**config.mk**
```make
export PLATFORM = sky130hd
export DESIGN_NAME = blur_job_arbiter
export DESIGN_NICKNAME = d
export VERILOG_FILES = /design/src/rtl/blur_arb_pkg.sv /design/src/rtl/blur_job_arbiter_rr_pick.sv /design/src/rtl/blur_job_arbiter.sv
export SDC_FILE = /design/constraint.sdc
export NUM_CORES = 1
export LEC_CHECK = 0
export BUFFER_PORTS_ARGS = -buffer_cell sky130_fd_sc_hd__clkbuf_2
export CORE_MARGIN = 1.5
export CORE_UTILIZATION = 35
export CTS_BUF_LIST = sky130_fd_sc_hd__clkbuf_4
export CTS_CLUSTER_SIZE = 30
export DETAILED_ROUTE_END_ITERATION = 10
export GPL_TIMING_DRIVEN = 0
export HOLD_SLACK_MARGIN = 0.02
export PLACE_DENSITY = 0.7
export SLEW_MARGIN = 20
export SYNTH_ARGS = -nofsm -noshare
export SYNTH_HDL_FRONTEND = slang
export SYNTH_HIERARCHICAL = 1
export SYNTH_SLANG_ARGS = --single-unit
export TNS_END_PERCENT = 50
```
**constraint.sdc**
```tcl
create_clock -name i_clk -period 3.1 [get_ports i_clk]
set_clock_uncertainty 0.2 [all_clocks]
set_input_delay 0.31 -clock i_clk [delete_from_list [all_inputs] [get_ports i_clk]]
set_output_delay 0.31 -clock i_clk [all_outputs]
set_load 0.02 [all_outputs]
```
**src/rtl/blur_arb_pkg.sv**
```systemverilog
// Shared widths, default kernel size and FSM encoding for the blur job arbiter.
// Pure declarations: no latency, no backpressure.
package blur_arb_pkg;

    localparam int RGB_W          = 25;
    localparam int RES_W          = 32;
    localparam int KERNEL_PIX_DEF = 9;

    typedef enum logic [1:0] {
        IDLE,
        SEND,
        WAIT,
        RESP
    } state_t;

endpackage

```
**src/rtl/blur_job_arbiter_rr_pick.sv**
```systemverilog
// Round-robin picker: lowest set req at or above ptr, else lowest set req overall.
// Purely combinational, zero latency; no handshake, so no backpressure.
module rr_pick #(
    parameter int NUM_REQ = 4,
    parameter int IDX_W   = $clog2(NUM_REQ)
) (
    input  logic [NUM_REQ-1:0] req,
    input  logic [IDX_W-1:0]   ptr,
    output logic [IDX_W-1:0]   grant,
    output logic               any_req
);

    always_comb begin
        grant   = '0;
        any_req = |req;
        // Descending scans leave the lowest hit; the second scan overrides with the
        // lowest hit at or above ptr whenever one exists.
        for (int j = NUM_REQ - 1; j >= 0; j--) begin
            if (req[j]) begin
                grant = IDX_W'(j);
            end
        end
        for (int j = NUM_REQ - 1; j >= 0; j--) begin
            if (req[j] && (IDX_W'(j) >= ptr)) begin
                grant = IDX_W'(j);
            end
        end
    end

endmodule

```
**src/rtl/blur_job_arbiter.sv**
```systemverilog
// Job-granular round-robin sharing of one blur accelerator; 1-cycle grant, beats pass combinationally.
// Backpressure: owner sees accelerator busy in SEND, everyone else is stalled; results wait on owner's busy.
module blur_job_arbiter
    import blur_arb_pkg::*;
#(
    parameter int NUM_REQ    = 4,
    parameter int KERNEL_PIX = KERNEL_PIX_DEF,
    parameter int CNT_W      = 16
) (
    input  logic                       i_clk,
    input  logic                       i_rst,
    input  logic [NUM_REQ-1:0]         i_req_vld,
    input  logic [NUM_REQ*RGB_W-1:0]   i_req_data,
    output logic [NUM_REQ-1:0]         o_req_busy,
    output logic [NUM_REQ-1:0]         o_resp_vld,
    output logic [RES_W-1:0]           o_resp_data,
    input  logic [NUM_REQ-1:0]         i_resp_busy,
    output logic                       o_acc_rgb_vld,
    output logic [RGB_W-1:0]           o_acc_rgb_data,
    input  logic                       i_acc_rgb_busy,
    input  logic                       i_acc_result_vld,
    input  logic [RES_W-1:0]           i_acc_result_data,
    output logic                       o_acc_result_busy,
    output logic [$clog2(NUM_REQ)-1:0] o_owner,
    output logic                       o_active,
    output logic [CNT_W-1:0]           o_job_count
);

    localparam int                IDX_W     = $clog2(NUM_REQ);
    localparam int                BEAT_W    = $clog2(KERNEL_PIX + 1);
    localparam logic [BEAT_W-1:0] LAST_BEAT = BEAT_W'(KERNEL_PIX - 1);
    localparam logic [IDX_W-1:0]  LAST_IDX  = IDX_W'(NUM_REQ - 1);

    state_t             state, state_nxt;
    logic [IDX_W-1:0]   rr_ptr, rr_ptr_nxt;
    logic [IDX_W-1:0]   owner, owner_nxt;
    logic [BEAT_W-1:0]  beat_cnt, beat_cnt_nxt;
    logic [RES_W-1:0]   result_reg, result_nxt;
    logic [CNT_W-1:0]   job_count, job_count_nxt;
    logic [IDX_W-1:0]   pick;
    logic               any_req;
    logic [RGB_W-1:0]   beat [NUM_REQ];

    for (genvar g = 0; g < NUM_REQ; g++) begin : g_slice
        assign beat[g] = i_req_data[g*RGB_W +: RGB_W];
    end

    rr_pick #(
        .NUM_REQ (NUM_REQ),
        .IDX_W   (IDX_W)
    ) u_pick (
        .req     (i_req_vld),
        .ptr     (rr_ptr),
        .grant   (pick),
        .any_req (any_req)
    );

    always_ff @(posedge i_clk) begin
        if (i_rst) begin
            state      <= IDLE;
            rr_ptr     <= '0;
            owner      <= '0;
            beat_cnt   <= '0;
            result_reg <= '0;
            job_count  <= '0;
        end else begin
            state      <= state_nxt;
            rr_ptr     <= rr_ptr_nxt;
            owner      <= owner_nxt;
            beat_cnt   <= beat_cnt_nxt;
            result_reg <= result_nxt;
            job_count  <= job_count_nxt;
        end
    end

    always_comb begin
        state_nxt         = state;
        rr_ptr_nxt        = rr_ptr;
        owner_nxt         = owner;
        beat_cnt_nxt      = beat_cnt;
        result_nxt        = result_reg;
        job_count_nxt     = job_count;
        o_req_busy        = '1;
        o_resp_vld        = '0;
        o_acc_rgb_vld     = 1'b0;
        o_acc_result_busy = 1'b1;
        case (state)
            IDLE: begin
                if (any_req) begin
                    owner_nxt    = pick;
                    beat_cnt_nxt = '0;
                    state_nxt    = SEND;
                end
            end
            SEND: begin
                o_acc_rgb_vld     = i_req_vld[owner];
                o_req_busy[owner] = i_acc_rgb_busy;
                if (i_req_vld[owner] && !i_acc_rgb_busy) begin
                    beat_cnt_nxt = beat_cnt + 1'b1;
                    if (beat_cnt == LAST_BEAT) begin
                        state_nxt = WAIT;
                    end
                end
            end
            WAIT: begin
                o_acc_result_busy = 1'b0;
                if (i_acc_result_vld) begin
                    result_nxt = i_acc_result_data;
                    state_nxt  = RESP;
                end
            end
            RESP: begin
                o_resp_vld[owner] = 1'b1;
                if (!i_resp_busy[owner]) begin
                    // The finisher drops to lowest priority for the next pick.
                    rr_ptr_nxt    = (owner == LAST_IDX) ? '0 : owner + 1'b1;
                    job_count_nxt = job_count + 1'b1;
                    state_nxt     = IDLE;
                end
            end
            default: state_nxt = IDLE;
        endcase
    end

    assign o_acc_rgb_data = beat[owner];
    assign o_resp_data    = result_reg;
    assign o_owner        = owner;
    assign o_active       = (state != IDLE);
    assign o_job_count    = job_count;

endmodule

```
==> metrics.csv, run 1 <==
metric;value;unit
clock sink total;58;
Worst-Margin Slew;0.5681;ns
synthesized flop and latch total;58;
antenna violations before repair;0;
# DRC;0;
first-pass GRT wire length;18.05;mm
critical path, cell by cell;buf_1 > buf_2 > inv_1 > ha_1 > and2_1 > clkbuf_2;
Synth Flop Type;dfxtp_1;
vias in the first global route;3820;
worst vdd ir;0.2260;mV
sequential cell area fraction in the yosys report;35.77;%
Clk Latency, worst-skew pair;0.38;ns
chip width;99.30;um
Site Rows;34;
total die area;9860;um^2
Setup crit start kind;flip-flop;
clock buffer depth;2;
CTS buffer count;9;
n_diodes;0;
status;finished clean;
Area contributors post-synth;dfxtp_1 36%, mux4_2 19%, nand2_1 9.0%;
die height;99.30;um
Final #Nets;785;
worst path bufs/invs;4;
syn_nets;513;
TritonCTS clock tree;done;
Setup Fix Bufs, Post-CTS;0;
kind of end point of the critical path;output pin;
gr usage total;23.22;%
fmax;343.9;MHz
syn_area_per_cell;9.066;um^2
Routed Antenna Nets;0;
Critical Path AT;2.40;ns
Initial Util;36.68;%
post-layout min period;2.908;ns
slowest CP cell;dfxtp_1;
H-Tree Depth;3;
Period Utilization, post-route;93.79;%
max-cap violation count;0;
unrepaired setup endpoints after global routing;no;
vias per cell;5.149;
cell family with most CP delay;buffers and inverters;
post-synthesis cell area;3246;um^2
DRT Pass-1 Iters;8;
dpl hpwl;9.023;mm
register area;1161;um^2
final setup TNS;0;ns
LEAKAGE;2.238;nW
cell taking the most area after synthesis;dfxtp_1;
multi-input logic area;1916;um^2
pwr dens;487.5;nW/um^2
Clk pin slew, worst setup/hold paths;0.08;ns
Post-synth ARST share;0;%
largest net degree at the start of global routing;11;
max incr delay on CP;0.51;ns
Setup CP Type;reg -> out;
Port Buffer Count;229;
Req. time, crit path;2.59;ns
post-synthesis cell type count;43;
GRT overflow;0;
Pins Over Slew Limit;0;
synth warn;6;
EDFF count, synth;0;
Hold/Removal Path Class;in -> reg;
area grow syn2layout;54.28;%
crit path max fanout;10;
Placeable Area;8848;um^2
FILL cells;830;
share of cells above drive strength 1;44.57;%
top-area cell type share of the netlist area;35.77;%
I/O Pins;230;
final WL;11.62;mm
Placer Congestion;0.9805;
Worst slew margin;62.13;%
DRT iter0 DRCs;137;
final setup fails;0;
Via Count;3826;
WL/cell;15.64;um
Final Hold Viols;0;
Cells after Synth;358;
Hold WS;0.1148;ns
clk root buf;clkbuf_4;
==> worst min-delay path, cell delays in order <==
cell and delay [ns]:
clkbuf_2 0.12, a211oi_1 0.08, nand3_1 0.07, a21oi_1 0.06
==> power by group <==
part	total [mW]	internal [mW]	switching, mW	leakage, nW
Combinational	0.983	0.426	0.557	1.68
Clock	0.611	0.331	0.279	0.0854
Sequential	0.847	0.803	0.0446	0.469
==> sequential cells by signal (all words and copies together), names as in the netlist <==
name and flops:
rr_ptr 2, o_job_count 16, beat_cnt 4, state 2, o_resp_data 32, o_owner 2
==> cell usage in the layout (no fill, tap or decap), drive strengths merged, types with 3 or more instances in the layout <==
master	netlist	final
a21oi	50	50
a22o	3	3
and2	6	6
and3	3	3
buf	14	14
clkbuf	8	247
clkinv	0	4
dfxtp	58	58
dlygate4sd3	0	32
ha	11	11
inv	18	18
mux2	3	3
mux4	27	27
nand2	78	78
nand3	9	9
nand4	3	3
nor2	10	10
nor2b	4	4
o21ai	12	12
or3	11	11
or4	3	3
xnor2	4	4
==> logic make-up after synthesis <==
kind of cell / after synthesis / share of synthesized area, %
flops: 58 / 35.77
compound gates: 76 / 13.38
xor+xnor: 4 / 1.079
simple gates: 137 / 19.93
fa+ha+maj: 11 / 4.240
mux: 32 / 20.39
buf+inv: 40 / 5.204
==> per-layer routing <==
| layer | share of wire, % | wire, um | GRT usage [%] |
|---|---|---|---|
| met2 | 49 | 5706 | 39.88 |
| met4 | 2.2 | 253 | 7.801 |
| met3 | 6.1 | 705 | 5.973 |
| met1 | 43 | 4953 | 28.40 |
| met5 | 0 | 0 | 0 |
==> Yosys cell counts, types with 3 or more instances <==
| cell type | instances |
|---|---|
| or3_1 | 11 |
| a22o_1 | 3 |
| clkbuf_1 | 8 |
| ha_1 | 11 |
| a21oi_1 | 50 |
| o21ai_0 | 6 |
| nor2_1 | 10 |
| o21ai_1 | 6 |
| dfxtp_1 | 58 |
| and2_1 | 6 |
| nand3_1 | 9 |
| mux2_2 | 3 |
| inv_1 | 18 |
| and3_1 | 3 |
| buf_2 | 3 |
| buf_1 | 9 |
| nor2b_1 | 4 |
| nand2_1 | 78 |
| xnor2_1 | 4 |
| nand4_1 | 3 |
| mux4_2 | 27 |
==> per-stage QoR <==
| step | instance area (um^2) | util, % | total power, mW | setup WS [ns] | instances |
|---|---|---|---|---|---|
| floorplan | 3246 | - | 1.471 | 0.5811 | 358 |
| global placement | 4527 | 51.16 | 1.776 | 0.3675 | 695 |
| detailed placement | 4527 | 51.16 | 1.805 | 0.3322 | 695 |
| CTS | 5006 | 56.58 | 2.452 | 0.05067 | 743 |
| global route | 5007 | 56.59 | 2.576 | 0.02845 | 743 |
| finish | 5007 | 56.59 | 2.441 | 0.1924 | 743 |
==> layout make-up <==
cell class | count | area share, %
inverters | 18 | 1.349
well taps | 108 | 2.699
multi-input cells | 260 | 38.26
clock buffers | 10 | 1.499
repair buffers | 261 | 29.29
flip-flops and latches | 58 | 23.19
plain buffers | 22 | 2.099
clock inverters | 6 | 1.624
==> worst paths after layout <==
kind | startpoint | end | slack, ns | cells past startpoint
worst max-delay path | o_owner[1] | o_resp_vld[1] | 0.19 | 6
worst min-delay path | i_req_vld[1] | o_owner[1] | 0.11 | 4
worst max register to register | o_owner[0] | o_job_count[13] | 0.59 | 6
worst min register to register | o_resp_data[26] | o_resp_data[26] | 0.26 | 2
==> timing repair <==
action | 4_1_cts | 5_1_grt
setup endpoints to repair | 11 | 10
hold buffers | 32 | 0
resized for setup | 2 | 2
endpoints found under the hold margin | 32 | 0
No activity file was read; power rests on OpenSTA's default activity.
==> run 2: changes to the inputs <==
--- a/config.mk
+++ b/config.mk
@@ -6,14 +6,13 @@
 export NUM_CORES = 1
 export LEC_CHECK = 0
 export BUFFER_PORTS_ARGS = -buffer_cell sky130_fd_sc_hd__clkbuf_2
-export CORE_MARGIN = 1.5
-export CORE_UTILIZATION = 35
+export CORE_UTILIZATION = 43
 export CTS_BUF_LIST = sky130_fd_sc_hd__clkbuf_4
 export CTS_CLUSTER_SIZE = 30
 export DETAILED_ROUTE_END_ITERATION = 10
 export GPL_TIMING_DRIVEN = 0
 export HOLD_SLACK_MARGIN = 0.02
-export PLACE_DENSITY = 0.7
+export PLACE_DENSITY = 0.84
 export SLEW_MARGIN = 20
 export SYNTH_ARGS = -nofsm -noshare
 export SYNTH_HDL_FRONTEND = slang
==> metrics.csv, run 2 (synthesized netlist as in run 1, its figures left out) <==
metric;value;unit;change
area grow syn2layout;53.28;%;was 54.28%
Worst slew margin;61.06;%;was 62.13%
CTS buffer count;9;;unchanged
Placeable Area;7292;um^2;was 8848 um^2
chip width;88.88;um;was 99.30 um
clock sink total;58;;unchanged
vias per cell;5.221;;was 5.149
commonest non-fill, non-tap cell in the layout;clkbuf_2;;unchanged
largest net degree at the start of global routing;11;;unchanged
Internal Pwr Total;1.479;mW;was 1.560 mW
kind of end point of the critical path;output pin;;unchanged
Clk network pwr share;22.4;%;was 25.0%
Initial Util;44.51;%;was 36.68%
critical path, cell by cell;buf_6 > buf_2 > clkbuf_4 > mux4_2 > clkbuf_2;;was buf_1 > buf_2 > inv_1 > ha_1 > and2_1 > clkbuf_2
DRT Pass-1 Iters;4;;was 8
unrepaired setup endpoints after global routing;no;;unchanged
Setup CP Type;reg -> out;;unchanged
final setup fails;0;;unchanged
total die area;7900;um^2;was 9860 um^2
Setup crit start kind;flip-flop;;unchanged
DRT iter0 DRCs;184;;was 137
combinational share of power;41.6;%;was 40.3%
slowest CP cell;mux4_2;;was dfxtp_1
fmax;343.4;MHz;was 343.9 MHz
Port Buffer Count;229;;unchanged
TritonCTS clock tree;done;;unchanged
Req. time, crit path;2.59;ns;about the same
GRT overflow;0;;unchanged
Clk Latency, worst-skew pair;0.40;ns;was 0.38 ns
max-cap violation count;0;;unchanged
pwr dens;473.5;nW/um^2;was 487.5 nW/um^2
Flop pwr share;36.0;%;was 34.7%
Pins Over Slew Limit;0;;unchanged
vias in the first global route;3731;;was 3820
status;finished clean;;unchanged
cell family with most CP delay;buffers and inverters;;unchanged
first-pass GRT wire length;17.15;mm;was 18.05 mm
crit path max fanout;10;;unchanged
antenna violations before repair;0;;unchanged
Hold/Removal Path Class;in -> reg;;unchanged
Final Hold Viols;0;;unchanged
Critical Path Stages;5;;was 6
Worst-Margin Slew;0.5840;ns;was 0.5681 ns
gr usage total;28.99;%;was 23.22%
net switching power;0.8767;mW;was 0.8810 mW
worst path bufs/invs;4;;unchanged
WHS Path Cells;4;;unchanged
clk root buf;clkbuf_4;;unchanged
Setup Fix Bufs, Post-CTS;0;;unchanged
Final #Nets;785;;unchanged
worst vdd ir;0.2279;mV;was 0.2260 mV
max incr delay on CP;0.59;ns;was 0.51 ns
H-Tree Depth;3;;unchanged
# DRC;0;;unchanged
FILL cells;582;;was 830
post-layout min period;2.912;ns;was 2.908 ns
Routed Antenna Nets;0;;unchanged
Critical Path AT;2.40;ns;about the same
Clk pin slew, worst setup/hold paths;0.09;ns;was 0.08 ns
LEAKAGE;2.220;nW;was 2.238 nW
dpl hpwl;8.593;mm;was 9.023 mm
most frequent cells in the layout;230 x clkbuf_2, 78 x nand2_1, 58 x dfxtp_1, 50 x a21oi_1, 32 x dlygate4sd3_1;;unchanged
Site Rows;31;;was 34
n_diodes;0;;unchanged
final setup TNS;0;ns;unchanged
Reg2Reg Depth;6;;unchanged
I/O Pins;230;;unchanged
final WL;11.50;mm;was 11.62 mm
number of flip-flops under the largest register name;32;;unchanged
share of cells above drive strength 1;44.57;%;unchanged
Placer Congestion;0.8270;;was 0.9805
Period Utilization, post-route;93.94;%;was 93.79%
clock buffer depth;2;;unchanged
die height;88.88;um;was 99.30 um
WL/cell;15.66;um;was 15.64 um
Via Count;3832;;was 3826
Switching Fraction;37.22;%;was 36.09%
Hold WS;0.08747;ns;was 0.1148 ns
-- run 2: tightest hold or removal path: cells and delay by family --
family / cells / cell delay (ns)
AND/OR/NAND/NOR: 1 / 0.07
AO/OA/AOI/OAI: 2 / 0.13
buffers and inverters: 1 / 0.13
-- run 2: power groups by stage --
stage | Combinational (mW) | Clock (mW) | Sequential (mW)
5_1_grt | 1.05 | 0.564 | 0.855
4_1_cts | 0.969 | 0.531 | 0.846
3_3_place_gp | 0.910 | 0 | 0.860
6_report | 0.979 | 0.528 | 0.849
2_1_floorplan | 0.558 | 0 | 0.912
3_5_place_dp | 0.934 | 0 | 0.864
-- run 2: final timing paths --
| kind | from | to | slack (ns) |
|---|---|---|---|
| hold / removal | i_req_vld[1] | o_owner[1] | 0.09 |
| hold reg to reg | o_resp_data[31] | o_resp_data[31] | 0.26 |
| setup / recovery | o_owner[0] | o_acc_rgb_data[13] | 0.19 |
| setup reg to reg | o_owner[0] | o_job_count[10] | 0.58 |
-- run 2: layer usage --
metal / vias up / GRT usage, % / wire, um
met3: 43 / 7.183 / 774
met1: 1798 / 33.43 / 4543
met5: - / 0 / 0
met4: 0 / 13.34 / 381
met2: 160 / 50.63 / 5796
li1: 1831 / - / -
-- run 2: what timing repair did --
action / 4_1_cts / 5_1_grt
hold endpoints to repair: 32 / 0
endpoints found under the setup margin: 12 / 10
pin swaps: 0 / 0
hold buffers: 32 / 0
gates resized for setup: 2 / 2
-- run 2: layout make-up --
| type | count | area, um^2 | area share [%] |
|---|---|---|---|
| clock inverters | 6 | 57.56 | 1.157 |
| well taps | 99 | 123.9 | 2.490 |
| plain buffers | 22 | 107.6 | 2.163 |
| multi-input cells | 260 | 1916 | 38.51 |
| repair buffers | 261 | 1466 | 29.48 |
| flip-flops and latches | 58 | 1161 | 23.34 |
| clock buffers | 10 | 75.07 | 1.509 |
| inverters | 18 | 67.56 | 1.358 |
-- run 2: metrics by stage --
step,setup slack [ns],instance area [um^2],cells,power (mW),util [%]
2_1_floorplan,0.5811,3246,358,1.471,-
3_3_place_gp,0.3446,4516,686,1.769,61.93
3_5_place_dp,0.3205,4516,686,1.797,61.93
4_1_cts,0.01994,4971,734,2.346,68.17
5_1_grt,0.06889,4975,734,2.473,68.22
6_report,0.1877,4975,734,2.356,68.22
